--- config.mk ---
export PLATFORM = sky130hd
export DESIGN_NAME = hcsr04_trig_seq_flat
export DESIGN_NICKNAME = d
export VERILOG_FILES = /design/src/rtl/hcsr04_trig_seq_if.sv /design/src/rtl/hcsr04_trig_seq.sv /design/src/flat_wrapper.sv
export SDC_FILE = /design/constraint.sdc
export NUM_CORES = 1
export LEC_CHECK = 0
export CELL_PAD_IN_SITES_DETAIL_PLACEMENT = 0
export CELL_PAD_IN_SITES_GLOBAL_PLACEMENT = 2
export CORE_MARGIN = 1.5
export CORE_UTILIZATION = 37
export DETAILED_ROUTE_END_ITERATION = 8
export MAX_ROUTING_LAYER = met4
export PLACE_DENSITY = 0.92
export SKIP_CTS_REPAIR_TIMING = 1
export SYNTH_ARGS = -nofsm -noshare
export SYNTH_HDL_FRONTEND = slang
export SYNTH_SLANG_ARGS = --single-unit
--- constraint.sdc ---
create_clock -name clk_us -period 3.7 [get_ports clk_us]
set_input_delay 0.555 -clock clk_us [delete_from_list [all_inputs] [get_ports clk_us]]
set_output_delay 0.555 -clock clk_us [all_outputs]
set_load 0.02 [all_outputs]
--- src/rtl/hcsr04_trig_seq_if.sv ---
// hcsr04_trig_seq_if
//   Control/status bundle between a sequencer controller and the HC-SR04
//   trigger sequencer.
//   master : drives en, mode, start, period; observes trig, ch_sel, busy,
//            frame_done.
//   slave  : the sequencer itself (mirror of master).
interface hcsr04_trig_seq_if #(
  parameter int N_CH  = 4,
  parameter int CH_W  = 2,
  parameter int CNT_W = 19
);
  logic             en;
  logic             mode;
  logic             start;
  logic [CNT_W-1:0] period;
  logic [N_CH-1:0]  trig;
  logic [CH_W-1:0]  ch_sel;
  logic             busy;
  logic             frame_done;

  modport master (
    output en, mode, start, period,
    input  trig, ch_sel, busy, frame_done
  );

  modport slave (
    input  en, mode, start, period,
    output trig, ch_sel, busy, frame_done
  );
endinterface

--- src/rtl/hcsr04_trig_seq.sv ---
// hcsr04_trig_seq
//   Time-multiplexed trigger sequencer for N_CH HC-SR04 rangers. Each slot
//   fires one channel for PULSE_US cycles, then waits out the rest of the
//   slot length; channels are visited 0..N_CH-1 either continuously or once
//   per start request.
// Ports:
//   clk_us : 1 MHz clock, rising edge
//   rstn   : asynchronous active-low reset
//   bus    : slave side of hcsr04_trig_seq_if (en, mode, start, period in;
//            trig, ch_sel, busy, frame_done out, all registered)
//
// state   | meaning
// --------+-----------------------------------------------
// S_IDLE  | not sequencing; waiting for en (+start in single mode)
// S_PULSE | trig[ch_sel] high, cnt 0 .. PULSE_US-1
// S_WAIT  | trig low, cnt PULSE_US .. p_eff-1
module hcsr04_trig_seq #(
  parameter int N_CH     = 4,
  parameter int CH_W     = 2,
  parameter int CNT_W    = 19,
  parameter int PULSE_US = 15
) (
  input  logic                clk_us,
  input  logic                rstn,
  hcsr04_trig_seq_if.slave    bus
);

  typedef enum logic [1:0] {S_IDLE, S_PULSE, S_WAIT} state_t;

  localparam logic [CNT_W-1:0] P_MIN     = CNT_W'(PULSE_US + 1);
  localparam logic [CNT_W-1:0] PULSE_END = CNT_W'(PULSE_US - 1);
  localparam logic [CH_W-1:0]  CH_LAST   = CH_W'(N_CH - 1);

  state_t           state_q, state_d;
  logic [CNT_W-1:0] cnt_q, cnt_d;
  logic [CNT_W-1:0] p_eff_q, p_eff_d;
  logic [CH_W-1:0]  ch_q, ch_d;
  logic [N_CH-1:0]  trig_q, trig_d;
  logic             fd_q, fd_d;
  logic [CNT_W-1:0] p_new;

  // Slot length is clamped so the WAIT phase is always at least one cycle.
  assign p_new = (bus.period < P_MIN) ? P_MIN : bus.period;

  function automatic logic [N_CH-1:0] onehot(input logic [CH_W-1:0] idx);
    return N_CH'(1) << idx;
  endfunction

  always_comb begin
    state_d = state_q;
    cnt_d   = cnt_q;
    p_eff_d = p_eff_q;
    ch_d    = ch_q;
    trig_d  = '0;
    fd_d    = 1'b0;

    if (!bus.en) begin
      state_d = S_IDLE;
      cnt_d   = '0;
      ch_d    = '0;
    end else begin
      case (state_q)
        S_IDLE: begin
          if (!bus.mode || bus.start) begin
            state_d = S_PULSE;
            cnt_d   = '0;
            ch_d    = '0;
            p_eff_d = p_new;
            trig_d  = onehot('0);
          end
        end

        S_PULSE: begin
          cnt_d = cnt_q + CNT_W'(1);
          if (cnt_q == PULSE_END) begin
            state_d = S_WAIT;
          end else begin
            trig_d = onehot(ch_q);
          end
        end

        S_WAIT: begin
          if (cnt_q == p_eff_q - CNT_W'(1)) begin
            cnt_d = '0;
            if (ch_q == CH_LAST) begin
              fd_d = 1'b1;
              if (bus.mode) begin
                // ch_sel holds at the last channel until the next start
                state_d = S_IDLE;
              end else begin
                state_d = S_PULSE;
                ch_d    = '0;
                p_eff_d = p_new;
                trig_d  = onehot('0);
              end
            end else begin
              state_d = S_PULSE;
              ch_d    = ch_q + CH_W'(1);
              p_eff_d = p_new;
              trig_d  = onehot(ch_q + CH_W'(1));
            end
          end else begin
            cnt_d = cnt_q + CNT_W'(1);
          end
        end

        default: begin
          state_d = S_IDLE;
          cnt_d   = '0;
          ch_d    = '0;
        end
      endcase
    end
  end

  always_ff @(posedge clk_us or negedge rstn) begin
    if (!rstn) begin
      state_q <= S_IDLE;
      cnt_q   <= '0;
      p_eff_q <= P_MIN;
      ch_q    <= '0;
      trig_q  <= '0;
      fd_q    <= 1'b0;
    end else begin
      state_q <= state_d;
      cnt_q   <= cnt_d;
      p_eff_q <= p_eff_d;
      ch_q    <= ch_d;
      trig_q  <= trig_d;
      fd_q    <= fd_d;
    end
  end

  assign bus.trig       = trig_q;
  assign bus.ch_sel     = ch_q;
  assign bus.busy       = (state_q != S_IDLE);
  assign bus.frame_done = fd_q;

endmodule

--- src/flat_wrapper.sv ---
// flat-port wrapper written by rule: the top's interface ports become plain ports
module hcsr04_trig_seq_flat 
#(
  parameter int N_CH     = 4,
  parameter int CH_W     = 2,
  parameter int CNT_W    = 19,
  parameter int PULSE_US = 15
)
  (clk_us, rstn, bus_en, bus_mode, bus_start, bus_period, bus_trig, bus_ch_sel, bus_busy, bus_frame_done);
  hcsr04_trig_seq_if #(.N_CH(N_CH), .CH_W(CH_W), .CNT_W(CNT_W)) bus_i ();
  input  logic clk_us;
  input  logic rstn;
  input wire logic [$bits(bus_i.en)-1:0] bus_en;
  input wire logic [$bits(bus_i.mode)-1:0] bus_mode;
  input wire logic [$bits(bus_i.start)-1:0] bus_start;
  input wire logic [$bits(bus_i.period)-1:0] bus_period;
  output wire logic [$bits(bus_i.trig)-1:0] bus_trig;
  output wire logic [$bits(bus_i.ch_sel)-1:0] bus_ch_sel;
  output wire logic [$bits(bus_i.busy)-1:0] bus_busy;
  output wire logic [$bits(bus_i.frame_done)-1:0] bus_frame_done;
  assign bus_i.en = bus_en;
  assign bus_i.mode = bus_mode;
  assign bus_i.start = bus_start;
  assign bus_i.period = bus_period;
  assign bus_trig = bus_i.trig;
  assign bus_ch_sel = bus_i.ch_sel;
  assign bus_busy = bus_i.busy;
  assign bus_frame_done = bus_i.frame_done;
  hcsr04_trig_seq #(.N_CH(N_CH), .CH_W(CH_W), .CNT_W(CNT_W), .PULSE_US(PULSE_US)) u_core (.clk_us(clk_us), .rstn(rstn), .bus(bus_i));
endmodule
# ---- After elaboration in Yosys (flattened, before gate mapping)
# Cells that the tools add are included.
dict set report classes {
  addsub 3
  mul 0
  div_mod_pow 0
  order_cmp 1
  eq_ne 13
  shifts 2
  n_mux 34
  bitwise 0
  reduce_logical 8
}
# cell n
set op_table {}
lappend op_table {{$mux 19} 8}
lappend op_table {{$pmux 19 s3} 1}
lappend op_table {{$pmux 19 s2} 1}
lappend op_table {{$add 19x1->19 const B} 1}
lappend op_table {{$eq 19x19->1} 1}
lappend op_table {{$eq 19x4->1 const B} 1}
lappend op_table {{$lt 19x5->1 const B} 1}
lappend op_table {{$sub 19x1->19 const B} 1}
lappend op_table {{$mux 2} 9}
lappend op_table {{$mux 4} 4}
lappend op_table {{$pmux 2 s3} 2}
lappend op_table {{$pmux 4 s3} 1}
lappend op_table {{$ne 3x2->1 const B} 3}
lappend op_table {{$mux 1} 8}
lappend op_table {{$shl 1x2->4 const A} 2}
lappend op_table {{$reduce_and 5->1} 1}
lappend op_table {{$eq 2x2->1 const B} 2}
lappend op_table {{$ne 2x1->1 const B} 2}
lappend op_table {{$ne 4x4->1 const B} 1}
lappend op_table {{$reduce_and 4->1} 1}
lappend op_table {{$reduce_bool 2->1} 2}
lappend op_table {{$ne 3x3->1 const B} 1}
lappend op_table {{$reduce_and 3->1} 1}
lappend op_table {{$add 2x1->2 const B} 1}
lappend op_table {{other kinds (5)} 5}
dict set report word_totals {
  ff_bits 47
  latchBits 0
  ram_bits 0
  romBits 0
  inputBits 24
  output_inout_bits 8
  wordCells 67
  n_memories 0
}

# ---- Depth between registers and ports, before layout
dict set report logic_depth {
  word_depth 6
  ltp_mapped 12
  depth_no_buf 10
}

# ---- Least setup slack after synthesis
# No wires, ideal clock.
dict set report synth_path {
  path_kind {reg2reg}
  start {register u_core.p_eff_q[2]}
  end {register u_core.p_eff_q[5]}
  t_arrival_ns 3.089
  slack_ns 0.486
  path_stages_with_launch 12
  cell_sequence {dfrtp_1 > buf_6 > or4_1 > buf_2 > or3_4 > nor4b_4 > o211ai_2 > a2111oi_4 > nand2_4 > o22ai_4 > buf_8 > mux2_4}
}
dict set report synth_between {
  elab_chain_len 4
}
# item line_no
set synth_rtl {}
lappend synth_rtl {{start: declaration} hcsr04_trig_seq.sv:36} ;# logic [CNT_W-1:0] p_eff_q, p_eff_d;
lappend synth_rtl {{start signal: assignment} hcsr04_trig_seq.sv:127} ;# p_eff_q <= p_eff_d;
lappend synth_rtl {{$sub 19x1->19} hcsr04_trig_seq.sv:83} ;# if (cnt_q == p_eff_q - CNT_W'(1)) begin
lappend synth_rtl {{$eq 19x19->1} hcsr04_trig_seq.sv:83}
lappend synth_rtl {{$ne 2x1->1 (no line)} --}
lappend synth_rtl {{$reduce_and 5->1 (no line)} --}
# No other way between the ends.
# A chain may end at the register's enable or synchronous reset.

# ---- Final worst setup path
dict set report layout_path {
  start {register u_core.p_eff_q[2]}
  end {register u_core.p_eff_q[16]}
}
# The elaborated chain is that of the path after synthesis.

==> results by group <==
Layout
  – Nets: 420
  – Area Overhead vs Synth: 15.6%
  – Finished Layout Cells: 491
  – Final Util: 44.5%
  – Fin area: 3900 sq um
  – Antenna cells: 0
  – Ratio of cells with drive above 1 in the final layout: 14.4%

Clock network
  – Clk_lat worst skew: 0.30 ns
  – Inserted Clock Buffers: 5
  – CTS tree: done
  – H-Tree Level Count: 2
  – CTS Sinks: 47
  – Clock tree buffer depth: 2
  – Clock transition at path regs: 0.10 ns
  – Clock root cell: clkbuf_8

Pwr
  – Leakage: 1.56 nW
  – Pwr Total: 2.28 mW
  – P per Cell Area: 584 nW/um^2
  – Max VDD drop: 0.000197 V

Timing
  – Worst Tran Pin Value: 1.09 ns
  – FMAX: 291 MHz
  – PnR worst setup slack: 0.269 ns
  – Hold WS: 0.434 ns
  – Final setup TNS: 0 ns
  – RSZ-0062 raised after global routing: false
  – Final min period: 3.43 ns
  – Final setup viols: 0
  – Hold Fails Final Rpt: 0
  – Max-slew violations: 0
  – Clock Skews: 0.00963 ns
  – Slew headroom: 27.4%
  – Crit share post-route: 92.7%

Setup path
  – CP Capture Type: flop
  – Worst path required time: 3.89 ns
  – CP Launch Type: flop
  – Critical Path AT: 3.62 ns
  – Crit path max fanout: 19
  – Type of the worst setup path: reg2reg

Drt
  – Vias per cell: 5.66
  – Vias: 2779
  – WL final: 8.59 mm
  – Number of remaining DRC errors: 0
  – Routed len/inst: 17.5 um
  – DR iter-0 viols: 126
  – DR pass1 iterations: 4
  – Antenna Violating Nets Remaining: 0

Yosys
  – Synth Flop Type: dfrtp_1
  – Synth async-reset ratio: 100%
  – Post-synth net total: 391
  – Post-synthesis cell count: 353
  – Synth Cell Area: 3380 sq um
  – Yosys warns: 0
  – Count of different cell masters after synthesis: 68
  – Post-synth EDFFs: 0
  – Syn Area/Cell: 9.56 sq um
  – Register area share after synthesis: 34.9%
  – Post-synthesis register bit count: 47

Min path
  – Hold WC Path Type: in2async

Placed design
  – Dpl cells: 483
  – PortBufs: 31
  – GP Congestion: 0.911
  – Detailed placement HPWL: 6.52 mm
  – Pre-CTS setup slack: 0.280 ns
  – Placed Area: 3790 sq um

Global route
  – Largest net degree at the start of global routing: 48
  – Global Route Usage Sum: 19.1%
  – Initial antenna violation count: 0
  – Grt ovf: 0
  – First-pass GRT wire length: 14.7 mm
  – Vias in the first global route: 2813

Floorplanning
  – Die Height: 98.5 um
  – Starting Density: 38.5%
  – Ports: 32
  – Core area: 8760 sq um
  – Die Wd: 98.5 um
  – Full die area: 9710 sq um
  – Row Count: 34

Run
  – Max-cap check violation count: 0

Outcome
  – Status: complete, no violations
-- final cells by class --
cell class	instances	area, sq um
clock buffers	5	68.8
clock inverters	3	46.3
fillers	847	4860
inverters	18	67.6
multi-input cells	268	2020
flip-flops and latches	47	1180
well taps	108	135
repair buffers	42	388
-- layer usage --
metal | track usage (%) | vias up | share of wire (%)
met2 | 30.9 | 57 | 47
met1 | 26.1 | 1353 | 49
li1 | - | 1358 | -
met5 | - | - | 0
met4 | 2.93 | 0 | 1.2
met3 | 2.70 | 11 | 2.9
-- report_power, final --
part,leakage (nW),internal (mW),total [mW],switching [mW]
clock,0.0548,0.204,0.399,0.195
combinational,0.891,0.510,1.04,0.532
sequential,0.612,0.636,0.836,0.200
-- cell usage after synthesis (all sizes together), types with 3 or more instances --
library cell	count	area, sq um
and3	8	50.1
nor3	5	25.0
nand3	16	80.1
xor2	6	52.6
buf	8	67.6
a22o	5	43.8
a31o	3	26.3
or2b	4	30.0
a211oi	4	35.0
nor4b	5	65.1
xnor2	18	158
nor4	8	50.1
mux2	18	221
nand3b	5	37.5
ha	14	175
nand2b	8	50.1
clkbuf	12	45.0
o2bb2ai	5	43.8
o21ai	7	35.0
o211ai	4	35.0
a21oi	20	104
dfrtp	46	1150
inv	18	67.6
a31oi	17	113
nand2	25	101
nor2	16	60.1
nand4	8	50.1
and2	5	31.3
-- worst paths after layout --
check | depth (start not counted) | start | slack [ns] | to
max in group asynchronous | 1 | rstn | 2.58 | u_core.bus.frame_done
worst max-delay path | 9 | u_core.p_eff_q[2] | 0.27 | u_core.p_eff_q[16]
worst min-delay path | 1 | rstn | 0.43 | u_core.cnt_q[5]
worst min register to register | 1 | u_core.p_eff_q[18] | 0.57 | u_core.p_eff_q[18]
min in group clk_us | 1 | u_core.p_eff_q[18] | 0.57 | u_core.p_eff_q[18]
worst max register to register | 9 | u_core.p_eff_q[2] | 0.27 | u_core.p_eff_q[16]
-- worst max-delay path, cell delays in order (launching register included) --
cell and delay (ns):
dfrtp_1 0.47, or4_1 0.67, or3_4 0.41, nor4b_4 0.32, o211ai_2 0.13, a2111oi_4 0.43
nand2_4 0.12, o22ai_4 0.10, buf_4 0.29, mux2_2 0.37
-- cells by family (layout without fill, tap and decap cells) --
logic type	after synthesis	count (layout)	synth area share, %
AND/OR/NAND/NOR	125	125	21.8
buffers and inverters	38	68	5.34
flip-flops	47	47	34.9
multiplexers	20	20	7.15
AO/OA/AOI/OAI	84	84	18.8
XOR/XNOR	25	25	6.89
adder cells (fa/ha/maj)	14	14	5.19
-- placed cells by master, fill, tap and decap left out, types with 4 or more instances in the layout --
master	netlist	final
dfrtp_1	46	46
clkdlybuf4s50_1	0	30
nand2_1	24	24
a21oi_1	19	19
inv_1	18	18
xnor2_1	18	18
nor2_1	16	16
nand3_1	16	16
a31oi_1	16	16
ha_1	14	14
mux2_2	13	13
buf_4	0	11
nor4_1	8	8
and3_1	8	8
nand4_1	8	8
nand2b_1	8	8
o21ai_0	7	7
xor2_1	6	6
nand3b_1	5	5
nor3_1	5	5
and2_1	5	5
a22o_1	5	5
mux2_4	5	5
o2bb2ai_1	5	5
clkbuf_8	0	5
or2b_1	4	4
-- state kept, by name (all words and copies together), names as in the netlist --
| signal | count |
|---|---|
| u_core.bus.frame_done | 1 |
| u_core.bus.trig | 4 |
| u_core.state_q | 2 |
| u_core.cnt_q | 19 |
| u_core.p_eff_q | 19 |
| u_core.bus.ch_sel | 2 |
Power figures use the tool's default switching activity.
